$ cat config.mk
export PLATFORM = sky130hd
export DESIGN_NAME = clock_burst_sequencer_flat
export DESIGN_NICKNAME = d
export VERILOG_FILES = /design/src/rtl/clock_seq_pkg.sv /design/src/rtl/clock_burst_sequencer_if.sv /design/src/rtl/clock_phase_counter.sv /design/src/rtl/clock_burst_sequencer.sv /design/src/flat_wrapper.sv
export SDC_FILE = /design/constraint.sdc
export NUM_CORES = 1
export LEC_CHECK = 0
export ABC_CLOCK_PERIOD_IN_PS = 8000
export BUFFER_PORTS_ARGS = -buffer_cell sky130_fd_sc_hd__buf_2
export CORE_ASPECT_RATIO = 1.25
export CORE_MARGIN = 5
export CORE_UTILIZATION = 45
export DETAILED_ROUTE_END_ITERATION = 10
export PLACE_DENSITY_LB_ADDON = 0.2
export SLEW_MARGIN = 30
export SYNTH_ARGS = -nofsm -noshare
export SYNTH_HDL_FRONTEND = slang
export SYNTH_SLANG_ARGS = --single-unit
$ cat constraint.sdc
create_clock -name clk_in -period 8 [get_ports clk_in]
set_input_delay 0.8 -clock clk_in [delete_from_list [all_inputs] [get_ports clk_in]]
set_output_delay 0.8 -clock clk_in [all_outputs]
set_load 0.1 [all_outputs]
$ cat src/rtl/clock_seq_pkg.sv
// rtl/clock_seq_pkg.sv - shared op-codes and state types for the clock burst sequencer
package clock_seq_pkg;

  localparam logic [1:0] OP_STOP  = 2'd0;
  localparam logic [1:0] OP_RUN   = 2'd1;
  localparam logic [1:0] OP_BURST = 2'd2;
  localparam logic [1:0] OP_RSVD  = 2'd3;

  typedef enum logic [1:0] {
    CMD_STOP  = OP_STOP,
    CMD_RUN   = OP_RUN,
    CMD_BURST = OP_BURST,
    CMD_RSVD  = OP_RSVD
  } cmd_op_e;

  typedef enum logic [1:0] {
    ST_IDLE,
    ST_RUN,
    ST_BURST,
    ST_STOPPING
  } seq_state_e;

endpackage

$ cat src/rtl/clock_burst_sequencer_if.sv
// rtl/clock_burst_sequencer_if.sv - config/command handshakes and divided-clock outputs
interface clock_burst_sequencer_if #(
  parameter int REGISTER_WIDTH = 8,
  parameter int BURST_WIDTH    = 16
);
  logic                      cfg_valid;
  logic                      cfg_ready;
  logic [REGISTER_WIDTH-1:0] cfg_up;
  logic [REGISTER_WIDTH-1:0] cfg_down;
  logic                      cmd_valid;
  logic                      cmd_ready;
  logic [1:0]                cmd_op;
  logic [BURST_WIDTH-1:0]    cmd_count;
  logic                      clk_out;
  logic                      busy;
  logic                      done;

  modport master (
    output cfg_valid, cfg_up, cfg_down, cmd_valid, cmd_op, cmd_count,
    input  cfg_ready, cmd_ready, clk_out, busy, done
  );

  modport slave (
    input  cfg_valid, cfg_up, cfg_down, cmd_valid, cmd_op, cmd_count,
    output cfg_ready, cmd_ready, clk_out, busy, done
  );
endinterface

$ cat src/rtl/clock_phase_counter.sv
// rtl/clock_phase_counter.sv - phase counter and registered clk_out; every high phase is started by load_start
module clock_phase_counter #(
  parameter int REGISTER_WIDTH = 8
) (
  input  logic                      clk_in,
  input  logic                      reset,
  input  logic                      enable,
  input  logic                      load_start,
  input  logic [REGISTER_WIDTH-1:0] up_len,
  input  logic [REGISTER_WIDTH-1:0] down_len,
  output logic                      clk_out,
  output logic                      rise_strobe,
  output logic                      fall_end_strobe
);
  logic [REGISTER_WIDTH-1:0] cnt_q;
  logic                      at_limit;

  assign at_limit        = cnt_q >= (clk_out ? up_len : down_len);
  assign fall_end_strobe = enable && !clk_out && at_limit;
  assign rise_strobe     = load_start;

  // A finished low phase holds until the controller decides whether another high follows.
  always_ff @(posedge clk_in) begin
    if (reset) begin
      clk_out <= 1'b0;
      cnt_q   <= REGISTER_WIDTH'(1);
    end else if (load_start) begin
      clk_out <= 1'b1;
      cnt_q   <= REGISTER_WIDTH'(1);
    end else if (!enable) begin
      clk_out <= 1'b0;
      cnt_q   <= REGISTER_WIDTH'(1);
    end else if (at_limit) begin
      if (clk_out) begin
        clk_out <= 1'b0;
        cnt_q   <= REGISTER_WIDTH'(1);
      end
    end else begin
      cnt_q <= cnt_q + 1'b1;
    end
  end
endmodule

$ cat src/rtl/clock_burst_sequencer.sv
// rtl/clock_burst_sequencer.sv - run/burst/stop sequencing of a glitch-free divided clock
module clock_burst_sequencer
  import clock_seq_pkg::*;
#(
  parameter int REGISTER_WIDTH = 8,
  parameter int BURST_WIDTH    = 16,
  parameter int DEFAULT_UP     = 2,
  parameter int DEFAULT_DOWN   = 2
) (
  input  logic                  clk_in,
  input  logic                  reset,
  clock_burst_sequencer_if.slave bus
);
  seq_state_e                state_q, state_d;
  logic [BURST_WIDTH-1:0]    remaining_q, remaining_d;
  logic                      skip_q, skip_d;
  logic                      done_q, done_d;
  logic [REGISTER_WIDTH-1:0] active_up, active_down, shadow_up, shadow_down;
  logic [REGISTER_WIDTH-1:0] cfg_up_c, cfg_down_c;
  logic                      shadow_full;
  logic                      cfg_fire, cmd_fire, load_start, rise, fall_end;
  cmd_op_e                   op;

  assign op            = cmd_op_e'(bus.cmd_op);
  assign bus.cfg_ready = !shadow_full;
  assign bus.cmd_ready = (state_q == ST_IDLE) || (state_q == ST_RUN);
  assign bus.busy      = (state_q != ST_IDLE);
  assign bus.done      = done_q;
  assign cfg_fire      = bus.cfg_valid && bus.cfg_ready;
  assign cmd_fire      = bus.cmd_valid && bus.cmd_ready;
  assign cfg_up_c      = (bus.cfg_up == '0) ? REGISTER_WIDTH'(1) : bus.cfg_up;
  assign cfg_down_c    = (bus.cfg_down == '0) ? REGISTER_WIDTH'(1) : bus.cfg_down;

  clock_phase_counter #(.REGISTER_WIDTH(REGISTER_WIDTH)) u_phase (
    .clk_in          (clk_in),
    .reset           (reset),
    .enable          (state_q != ST_IDLE),
    .load_start      (load_start),
    .up_len          (active_up),
    .down_len        (active_down),
    .clk_out         (bus.clk_out),
    .rise_strobe     (rise),
    .fall_end_strobe (fall_end)
  );

  always_comb begin
    state_d     = state_q;
    remaining_d = remaining_q;
    skip_d      = skip_q;
    done_d      = 1'b0;
    load_start  = 1'b0;
    case (state_q)
      ST_IDLE: begin
        if (cmd_fire) begin
          if (op == CMD_RUN) begin
            state_d    = ST_RUN;
            load_start = 1'b1;
          end else if (op == CMD_BURST) begin
            if (bus.cmd_count != '0) begin
              state_d     = ST_BURST;
              remaining_d = bus.cmd_count;
              skip_d      = 1'b0;
              load_start  = 1'b1;
            end else begin
              done_d = 1'b1;
            end
          end
        end
      end
      ST_RUN: begin
        load_start = fall_end;
        // A period already in flight is not one of the burst's pulses, unless it starts on this edge.
        if (cmd_fire) begin
          if (op == CMD_STOP || (op == CMD_BURST && bus.cmd_count == '0)) begin
            state_d = ST_STOPPING;
          end else if (op == CMD_BURST) begin
            state_d     = ST_BURST;
            remaining_d = bus.cmd_count;
            skip_d      = !fall_end;
          end
        end
      end
      ST_BURST: begin
        if (fall_end) begin
          if (skip_q) begin
            skip_d     = 1'b0;
            load_start = 1'b1;
          end else if (remaining_q <= BURST_WIDTH'(1)) begin
            remaining_d = '0;
            state_d     = ST_IDLE;
            done_d      = 1'b1;
          end else begin
            remaining_d = remaining_q - 1'b1;
            load_start  = 1'b1;
          end
        end
      end
      ST_STOPPING: begin
        if (fall_end) begin
          state_d = ST_IDLE;
          done_d  = 1'b1;
        end
      end
      default: state_d = ST_IDLE;
    endcase
  end

  always_ff @(posedge clk_in) begin
    if (reset) begin
      state_q     <= ST_IDLE;
      remaining_q <= '0;
      skip_q      <= 1'b0;
      done_q      <= 1'b0;
    end else begin
      state_q     <= state_d;
      remaining_q <= remaining_d;
      skip_q      <= skip_d;
      done_q      <= done_d;
    end
  end

  // Shadow lands on a rising edge so the new high phase is counted against the new length.
  always_ff @(posedge clk_in) begin
    if (reset) begin
      active_up   <= REGISTER_WIDTH'(DEFAULT_UP);
      active_down <= REGISTER_WIDTH'(DEFAULT_DOWN);
      shadow_up   <= '0;
      shadow_down <= '0;
      shadow_full <= 1'b0;
    end else begin
      if (shadow_full && (rise || state_q == ST_IDLE)) begin
        active_up   <= shadow_up;
        active_down <= shadow_down;
        shadow_full <= 1'b0;
      end
      if (cfg_fire) begin
        if (state_q == ST_IDLE) begin
          active_up   <= cfg_up_c;
          active_down <= cfg_down_c;
        end else begin
          shadow_up   <= cfg_up_c;
          shadow_down <= cfg_down_c;
          shadow_full <= 1'b1;
        end
      end
    end
  end
endmodule

$ cat src/flat_wrapper.sv
// flat-port wrapper written by rule: the top's interface ports become plain ports
module clock_burst_sequencer_flat import clock_seq_pkg::*;
#(
  parameter int REGISTER_WIDTH = 8,
  parameter int BURST_WIDTH    = 16,
  parameter int DEFAULT_UP     = 2,
  parameter int DEFAULT_DOWN   = 2
)
  (clk_in, reset, bus_cfg_valid, bus_cfg_up, bus_cfg_down, bus_cmd_valid, bus_cmd_op, bus_cmd_count, bus_cfg_ready, bus_cmd_ready, bus_clk_out, bus_busy, bus_done);
  clock_burst_sequencer_if #(.REGISTER_WIDTH(REGISTER_WIDTH), .BURST_WIDTH(BURST_WIDTH)) bus_i ();
  input  logic clk_in;
  input  logic reset;
  input wire logic [$bits(bus_i.cfg_valid)-1:0] bus_cfg_valid;
  input wire logic [$bits(bus_i.cfg_up)-1:0] bus_cfg_up;
  input wire logic [$bits(bus_i.cfg_down)-1:0] bus_cfg_down;
  input wire logic [$bits(bus_i.cmd_valid)-1:0] bus_cmd_valid;
  input wire logic [$bits(bus_i.cmd_op)-1:0] bus_cmd_op;
  input wire logic [$bits(bus_i.cmd_count)-1:0] bus_cmd_count;
  output wire logic [$bits(bus_i.cfg_ready)-1:0] bus_cfg_ready;
  output wire logic [$bits(bus_i.cmd_ready)-1:0] bus_cmd_ready;
  output wire logic [$bits(bus_i.clk_out)-1:0] bus_clk_out;
  output wire logic [$bits(bus_i.busy)-1:0] bus_busy;
  output wire logic [$bits(bus_i.done)-1:0] bus_done;
  assign bus_i.cfg_valid = bus_cfg_valid;
  assign bus_i.cfg_up = bus_cfg_up;
  assign bus_i.cfg_down = bus_cfg_down;
  assign bus_i.cmd_valid = bus_cmd_valid;
  assign bus_i.cmd_op = bus_cmd_op;
  assign bus_i.cmd_count = bus_cmd_count;
  assign bus_cfg_ready = bus_i.cfg_ready;
  assign bus_cmd_ready = bus_i.cmd_ready;
  assign bus_clk_out = bus_i.clk_out;
  assign bus_busy = bus_i.busy;
  assign bus_done = bus_i.done;
  clock_burst_sequencer #(.REGISTER_WIDTH(REGISTER_WIDTH), .BURST_WIDTH(BURST_WIDTH), .DEFAULT_UP(DEFAULT_UP), .DEFAULT_DOWN(DEFAULT_DOWN)) u_core (.clk_in(clk_in), .reset(reset), .bus(bus_i));
endmodule
==> results of run 1 <==
==> kinds of logic (layout without fill, tap and decap cells) <==
group                    count (synthesis)  in the layout
adder cells (fa/ha/maj)                 14             14
AND/OR/NAND/NOR                        177            177
flip-flops                              62             62
XOR/XNOR                                 3              3
AO/OA/AOI/OAI                          147            147
multiplexers                            11             11
buffers and inverters                   42             73
==> metrics by stage <==
| stage | instance area [µm²] | hold WS (ns) | setup slack (ns) | util, % |
|---|---|---|---|---|
| after CTS | 4080 | 0.4573 | 4.613 | 51.76 |
| after global placement | 3889 | 0.4403 | 4.768 | 49.33 |
| after floorplan | 3667 | 0.4330 | 4.232 | - |
| after global routing | 4080 | 0.4838 | 4.398 | 51.76 |
| final | 4080 | 0.4563 | 4.583 | 51.76 |
| after detailed placement | 3891 | 0.4474 | 4.638 | 49.37 |
==> power groups by stage <==
stage | logic, mW | clock network [mW] | registers, mW
finish | 0.250 | 0.275 | 0.354
global route | 0.277 | 0.293 | 0.356
CTS | 0.248 | 0.279 | 0.353
detailed placement | 0.247 | 0 | 0.359
global placement | 0.243 | 0 | 0.359
floorplan | 0.195 | 0 | 0.354
==> worst paths after layout <==
kind,endpoint,cells past startpoint
max,u_core.remaining_q[0],8
max reg2reg,u_core.remaining_q[0],8
min reg2reg,u_core.shadow_up[1],2
min,u_core.shadow_up[1],2
==> synthesized netlist by cell type (2+ instances only) <==
library cell / instances
xnor2_1: 3
o31ai_1: 10
nor2b_1: 2
clkbuf_1: 22
nand2b_1: 3
buf_2: 3
nand3_1: 7
nor3_1: 20
o311ai_0: 7
mux2i_1: 10
o21ai_0: 14
or3_1: 8
a2111oi_2: 11
a311oi_1: 4
nand3b_1: 2
nor3b_1: 3
nor2_1: 59
and3_1: 5
buf_6: 2
buf_4: 2
clkinv_1: 2
a21oi_1: 48
dfxtp_1: 62
o21a_1: 4
ha_1: 14
inv_1: 11
a211oi_1: 22
a22oi_1: 6
nor4_1: 10
nand2_1: 51
a2111oi_0: 6
nand4_1: 2
==> routing by layer <==
| metal | track usage [%] | up-vias | wire length [µm] |
|---|---|---|---|
| met1 | 26.51 | 1712 | 4487 |
| met3 | 3.462 | 10 | 430 |
| met2 | 33.59 | 89 | 5107 |
| met5 | 0 | - | 0 |
| met4 | 5.462 | 0 | 131 |
| li1 | - | 1757 | - |
==> cells in the final DEF, fill, tap and decap left out, types with 11 or more instances in the layout <==
master	instances
a2111oi_2	11
a211oi_1	22
a21oi_1	48
buf_2	42
dfxtp_1	62
ha_1	14
inv_1	11
nand2_1	51
nor2_1	58
nor3_1	19
o21ai_0	14
==> flip-flops by register name (all words and copies together) (netlist names) <==
name                    flops
u_core.bus.done             1
u_core.shadow_up            8
u_core.active_up            8
u_core.shadow_down          8
u_core.u_phase.cnt_q        8
u_core.active_down          8
u_core.shadow_full          1
u_core.u_phase.clk_out      1
u_core.state_q              2
u_core.remaining_q         16
u_core.skip_q               1
==> critical path, cell delays in order, from the launching register on <==
cell	delay (ns)
dfxtp_1	0.61
mux2_2	0.40
ha_1	0.28
nand2b_1	0.14
a2111o_1	0.45
a32oi_1	0.55
o21a_1	0.52
a2111oi_0	0.14
a211oi_1	0.25
==> cell type report <==
type / instances / area [µm²] / area share (%)
multi-input cells: 352 / 2250 / 55.14
inverters: 13 / 48.80 / 1.196
flip-flops and latches: 62 / 1241 / 30.42
repair buffers: 45 / 232.7 / 5.704
clock buffers: 11 / 141.4 / 3.465
well taps: 95 / 118.9 / 2.913
clock inverters: 4 / 47.55 / 1.165
==> summary.txt, run 1 <==
Setup path
  • Launching instance or port of the critical path: u_core.u_phase.clk_out
  • Source of the worst register-to-register timing path: u_core.u_phase.clk_out
  • CP Launch Type: flop
  • Required @ worst endpoint: a little over 8 ns
  • Critical Path Fanout Max: 13
  • Arrival time of the worst setup path: 3.67 ns
  • Endpoint class of the critical path: flop
  • Type of the worst setup path: flop to flop
  • Minimum setup slack among reg-to-reg paths: between 4 and 5 ns

Pwr
  • Fraction of power consumed by combinational cells: 28.5%
  • Net load switching power: a little over 0.3 mW
  • Power per Cell Area: around 220 nW/µm²
  • Total leakage power: between 1.5 and 2 nW
  • Switching power share of the total: roughly a third
  • Portion of total power attributed to the clock network: a little under a third
  • Largest vdd supply drop: between 100 and 150 µV
  • Part of the power in registers: approximately 40%
  • Cell Int Power: 0.5690 mW
  • Overall power consumption: ~0.88 mW

Timing
  • Setup clock skew after layout: 0.01138 ns
  • Final Hold Viols: 0
  • Count of final max-slew check failures: 0
  • RSZ-0062 raised after global routing: false
  • Share of the clock period used by the worst path after layout: between 40 and 50%
  • Worst-case headroom to the max-slew limit: 38.30%
  • Setup_tns: 0 ns
  • Number of setup violations in the final report: 0
  • Max Clk Rate: ~290 MHz
  • Final worst path period need: 3.417 ns
  • Measured slew at the worst slew-check pin: around 0.92 ns

Yosys
  • Post-synthesis net count: a little over 500
  • Area share of the leading cell type in the synthesized netlist: roughly 34%
  • Count of state elements after synthesis: 62
  • Yosys top cell by area: dfxtp_1
  • Post-synthesis adder-cell area fraction: under 10%
  • Portion of netlist area occupied by mux cells: under 10%
  • Number of library cell types mapped by synthesis: 53
  • Syn Inst Count: 456
  • Area of the mapped netlist: about 3700 µm²
  • Synthesized-area fraction occupied by and/or/nand/nor cells: between 20% and 30%
  • Flip-flop cell with the highest count after synthesis: dfxtp_1
  • XOR/XNOR Fraction of Synth Area: less than 1%
  • Number of flops mapped to enable cells by yosys: 0
  • Largest family of logic cells by synthesized area: compound AO/OA/AOI/OAI gates
  • YS warnings: 0
  • Proportion of synthesized chip area in sequential cells: roughly a third
  • Leading cell types by total area after synthesis: dfxtp_1, a21oi_1, nor2_1
  • Syn_area_per_cell: approximately 8.0 µm²
  • Synth Area in Compound Gates: between 30% and 40%
  • Post-synthesis async set-or-reset flop share: 0%

CTS
  • H-tree levels: 3
  • Clock sink count: 62
  • Register clock-pin slew on the reported worst setup and hold paths: approximately 0.070 ns
  • Hold Buf Count CTS: 0
  • Clock insertion delay at the later pin of the skew report: roughly 0.34 ns
  • Post_cts resized: 0
  • Num CTS Buffers: 9
  • Post-CTS Setup Repair Bufs: 0
  • Clock Tree Root: clkbuf_8
  • Clock Path Buffers: 2
  • Clock tree from TritonCTS: done

GRT
  • Global Route Usage Sum: between 20% and 30%
  • Number of antenna violations at the first check in global routing: 0
  • Via count of the first global-routing pass: between 3,000 and 4,000
  • Total congestion overflow: 0
  • First-pass GRT wire length: roughly 17,000 µm
  • Maximum number of pins on one net before global-route repair: between 50 and 60

Floorplan
  • Standard-cell row count: 36
  • Placeable core area: 7883 µm²
  • Height of the die: approximately 110 µm
  • Area enclosed by the die boundary: between 10,000 and 15,000 µm²
  • I/O pin total: 43
  • Starting density of the core: 46.52%
  • Die W: between 90 and 100 µm

Finish
  • Synthesis-to-layout area growth: 11.26%
  • Total Nets Final: roughly 540
  • Cell Count, Final, Fillers Out: about 580
  • Layout filler cell count: roughly 760
  • Diodes inserted: 0
  • Fraction of layout instances using a drive strength above 1: between 15 and 20%

Worst hold path
  • Tightest Hold Check Type: flop to flop
  • Worst Hold Launch: u_core.shadow_up[1]

Placed design
  • Routability congestion estimate: 0.8551
  • Inst Count DP: between 500 and 600
  • DP HPWL: approximately 7000 µm
  • Number of buffers added on ports: 42

Detailed routing
  • DRT antenna net count: 0
  • Drt pass-1 iters: 5
  • Final WL: roughly 10,000 µm
  • Average wire per cell in the routed design: approximately 17 µm
  • Number of remaining DRC errors: 0
  • Number of DRC markers in iteration 0: around 210
  • Vias per cell: 6.131
  • Total vias in the final route: 3,568

Status
  • Result of the run: complete, no violations

Job
  • # Max-Cap Violations: 0
(Power assumes the default switching activity.)
==> run 2, diff against run 1 <==
ABC_AREA = 1   (was default)
ABC_CLOCK_PERIOD_IN_PS = 2850   (was 8000)
clock period = 2.85 ns   (was 8 ns; I/O delays follow)
==> run 2 against run 1 <==
Net effect:
- sequential power increased to 3.2 times the previous value
- worst setup slack got worse by 4.1 ns
- via count increased by 3.5%
- clock power increased to 3.1 times the previous value
- sequential share of layout area decreased by 1.1 points
- combinational power increased to 4.8 times the previous value
- utilization decreased by 0.059 points
- clock skew decreased by 0.0026 ns
==> summary.txt, run 2 <==
Status
  • Result of the run: complete, no violations

CTS
  • H-tree levels: 3 (unchanged)
  • Register clock-pin slew on the reported worst setup and hold paths: 0.07 ns (about the same)
  • Clock Path Buffers: 2 (unchanged)
  • Clock sink count: 62 (unchanged)
  • Hold Buf Count CTS: 0 (unchanged)
  • Num CTS Buffers: 9 (unchanged)
  • Post_cts resized: 0 (unchanged)
  • Post-CTS Setup Repair Bufs: 0 (unchanged)
  • Clock tree from TritonCTS: done
  • Clock insertion delay at the later pin of the skew report: 0.35 ns (about the same)
  • Clock Tree Root: clkbuf_8

Worst hold path
  • Worst min-delay path endpoint: u_core.shadow_down[7]
  • Depth of the worst hold-timing path: 3 (+1)
  • Worst Hold Launch: bus_cfg_down[7]
  • Tightest Hold Check Type: input pin to flop

Yosys
  • Number of flops mapped to enable cells by yosys: 0 (unchanged)
  • Proportion of synthesized chip area in sequential cells: 33.01% (-0.83 points)
  • YS warnings: 0 (unchanged)
  • Synth cell count leaders: nand2_1, nor2_1, inv_1, dfxtp_1, nand3_1
  • Post-synthesis async set-or-reset flop share: 0% (unchanged)
  • Post-synthesis net count: 630 (+24%)
  • Yosys top cell by area: dfxtp_1
  • Number of library cell types mapped by synthesis: 36 (-32%)
  • Area share of the leading cell type in the synthesized netlist: 33.01% (-0.83 points)
  • Syn_area_per_cell: 6.505 µm² (-19%)
  • Leading cell types by total area after synthesis: dfxtp_1, nand2_1, nor2_1
  • Most repeated cell in the gate-level netlist after synthesis: nand2_1
  • Flip-flop cell with the highest count after synthesis: dfxtp_1
  • Area of the mapped netlist: 3760 µm² (+2.5%)
  • Syn Inst Count: 578 (+27%)
  • Count of state elements after synthesis: 62 (unchanged)

Floorplan
  • Starting density of the core: 45.88% (-0.64 points)
  • Area enclosed by the die boundary: 10,290 µm² (+2.3%)
  • Height of the die: 112.2 µm (+1.1%)
  • Placeable core area: 8194 µm² (+4.0%)
  • I/O pin total: 43 (unchanged)
  • Die W: 91.76 µm (+1.1%)
  • Standard-cell row count: 37 (+2.8%)

Placed design
  • DP HPWL: 6891 µm (-1.7%)
  • Number of buffers added on ports: 42 (unchanged)
  • Routability congestion estimate: 0.9127 (+6.7%)
  • Inst Count DP: 700 (+23%)
  • Post-placement worst setup slack: 0.4745 ns (-4.163 ns)

Setup path
  • Critical Path Fanout Max: 17 (+4)
  • Type of the worst setup path: flop to flop
  • Source of the worst register-to-register timing path: u_core.u_phase.clk_out
  • Minimum setup slack among reg-to-reg paths: 0.47 ns (-4.11 ns)
  • Required @ worst endpoint: 3.09 ns (-5.16 ns)
  • CP Launch Type: flop
  • Arrival time of the worst setup path: 2.62 ns (-1.05 ns)
  • RR Endpoint: u_core.active_up[2]
  • Worst Reg2Reg Path Length in Cells: 17 (+9)
  • Endpoint class of the critical path: flop

Finish
  • Largest register by flop count: u_core.remaining_q
  • Synthesis-to-layout area growth: 12.68%
  • Most used cells in the layout excluding fill and tap cells: nand2_1, nor2_1, inv_1
  • Fraction of layout instances using a drive strength above 1: 13.27% (-3.8 points)
  • Cell Count, Final, Fillers Out: 715 (+23%)
  • Layout filler cell count: 829 (+8.7%)
  • Flip-flop count of the largest register, all copies and words added: 16 (unchanged)
  • Diodes inserted: 0 (unchanged)
  • Total Nets Final: 666 (+24%)
  • Commonest non-fill, non-tap cell in the layout: nand2_1

Timing
  • Setup_tns: 0 ns (unchanged)
  • Setup clock skew after layout: 0.008798 ns (-0.002585 ns)
  • RSZ-0062 raised after global routing: false
  • Count of final max-slew check failures: 0 (unchanged)
  • Final Hold Viols: 0 (unchanged)
  • Final worst path period need: 2.379 ns (-1.038 ns)
  • Final Worst Setup Slack: 0.4706 ns (-4.112 ns)
  • Number of setup violations in the final report: 0 (unchanged)
  • Measured slew at the worst slew-check pin: 0.8482 ns (-0.07227 ns)
  • Max Clk Rate: 420.3 MHz (+44%)
  • Share of the clock period used by the worst path after layout: 83.49% (+41 points)
  • Worst-case headroom to the max-slew limit: 43.32% (+5.0 points)

GRT
  • First-pass GRT wire length: 15,870 µm (-6.5%)
  • Via count of the first global-routing pass: 3,597 (+6.5%)
  • Maximum number of pins on one net before global-route repair: 32 (-44%)
  • Global Route Usage Sum: 18.59% (-1.5 points)
  • Number of antenna violations at the first check in global routing: 0 (unchanged)
  • Total congestion overflow: 0 (unchanged)

Detailed routing
  • Number of remaining DRC errors: 0 (unchanged)
  • Number of DRC markers in iteration 0: 190 (-10%)
  • Drt pass-1 iters: 5 (unchanged)
  • DRT antenna net count: 0 (unchanged)
  • Vias per cell: 5.165 (-16%)
  • Average wire per cell in the routed design: 12.77 µm (-27%)
  • Final WL: 9134 µm (-10%)
  • Total vias in the final route: 3,693 (+3.5%)

Pwr
  • Overall power consumption: 3.171 mW (+260%)
  • Largest vdd supply drop: 310.3 µV (+180%)
  • Total leakage power: 2.163 nW (+41%)
  • Power per Cell Area: 748.5 nW/µm² (+250%)

Job
  • # Max-Cap Violations: 0 (unchanged)
[run 2: changes by cell type in the layout (fill, tap and decap cells not counted), moves of 22 or more]
| cell | before | now |
|---|---|---|
| nand3_1 | 7 | 52 |
| inv_1 | 11 | 78 |
| nor2_1 | 58 | 83 |
| nand2_1 | 51 | 118 |
| o21ai_0 | 14 | 42 |
| a21oi_1 | 48 | 26 |
[run 2: worst max-delay path: stages, from the launching register on]
cell and delay (ns):
dfxtp_2 0.51, inv_1 0.11, nand2_1 0.08, nand2_1 0.06
ha_1 0.27, nand2_1 0.05, nand3_1 0.08, nand2_1 0.05
nand2_1 0.05, nand2_1 0.06, a21oi_1 0.19, nand2_2 0.10
nand2_2 0.08, nand2_1 0.24, nand2_1 0.15, nand3_1 0.07
nand2_1 0.10, inv_1 0.04
[run 2: how the worst max path moves through the flow]
stage                                 from                      to  slack (ns)
floorplan           u_core.u_phase.clk_out   u_core.remaining_q[7]        0.02
global placement    u_core.u_phase.clk_out  u_core.remaining_q[15]        0.55
detailed placement  u_core.u_phase.clk_out     u_core.active_up[2]        0.47
CTS                 u_core.u_phase.clk_out     u_core.active_up[2]        0.46
global route        u_core.u_phase.clk_out   u_core.active_down[2]        0.21
finish              u_core.u_phase.clk_out     u_core.active_up[2]        0.47
[run 2: area by class of cell]
type	count	area, µm²	area share, %
clock buffers	9	123.9	2.924
well taps	97	121.4	2.865
multi-input cells	410	2081	49.11
flip-flops and latches	62	1242	29.33
repair buffers	51	277.8	6.556
clock inverters	6	87.58	2.067
inverters	80	302.8	7.147
[run 2: routing by layer]
| layer | vias up | wire length, µm | GRT usage, % | part of all wire, % |
|---|---|---|---|---|
| met2 | 101 | 4573 | 33.50 | 50 |
| met4 | 0 | 159 | 7.136 | 1.7 |
| met3 | 22 | 435 | 3.753 | 4.8 |
| met5 | - | 0 | 0 | 0 |
| li1 | 1929 | - | - | - |
| met1 | 1641 | 3966 | 21.44 | 43 |
[run 2: where the power goes]
group	total, mW	leakage (nW)	internal [mW]	switching, mW
registers	1.12	0.508	1.00	0.115
logic	1.21	1.56	0.425	0.787
clock network	0.841	0.0973	0.485	0.356
total	3.17	2.16	1.91	1.26
[run 2: cells by family after synthesis]
logic type | after synthesis | share of synthesized area, %
compound gates | 95 | 14.01
simple gates | 284 | 32.61
xor+xnor | 14 | 3.261
buf+inv | 106 | 11.65
fa+ha+maj | 14 | 4.659
flops | 62 | 33.01
mux | 3 | 0.7987
[run 2: through the flow]
step	hold WS [ns]	cell area, µm²	util, %
3_5_place_dp	0.4740	4025	49.12
4_1_cts	0.1753	4237	51.70
3_3_place_gp	0.4599	4025	49.12
6_report	0.1907	4237	51.70
5_1_grt	0.1950	4237	51.70
2_1_floorplan	0.4199	3761	-
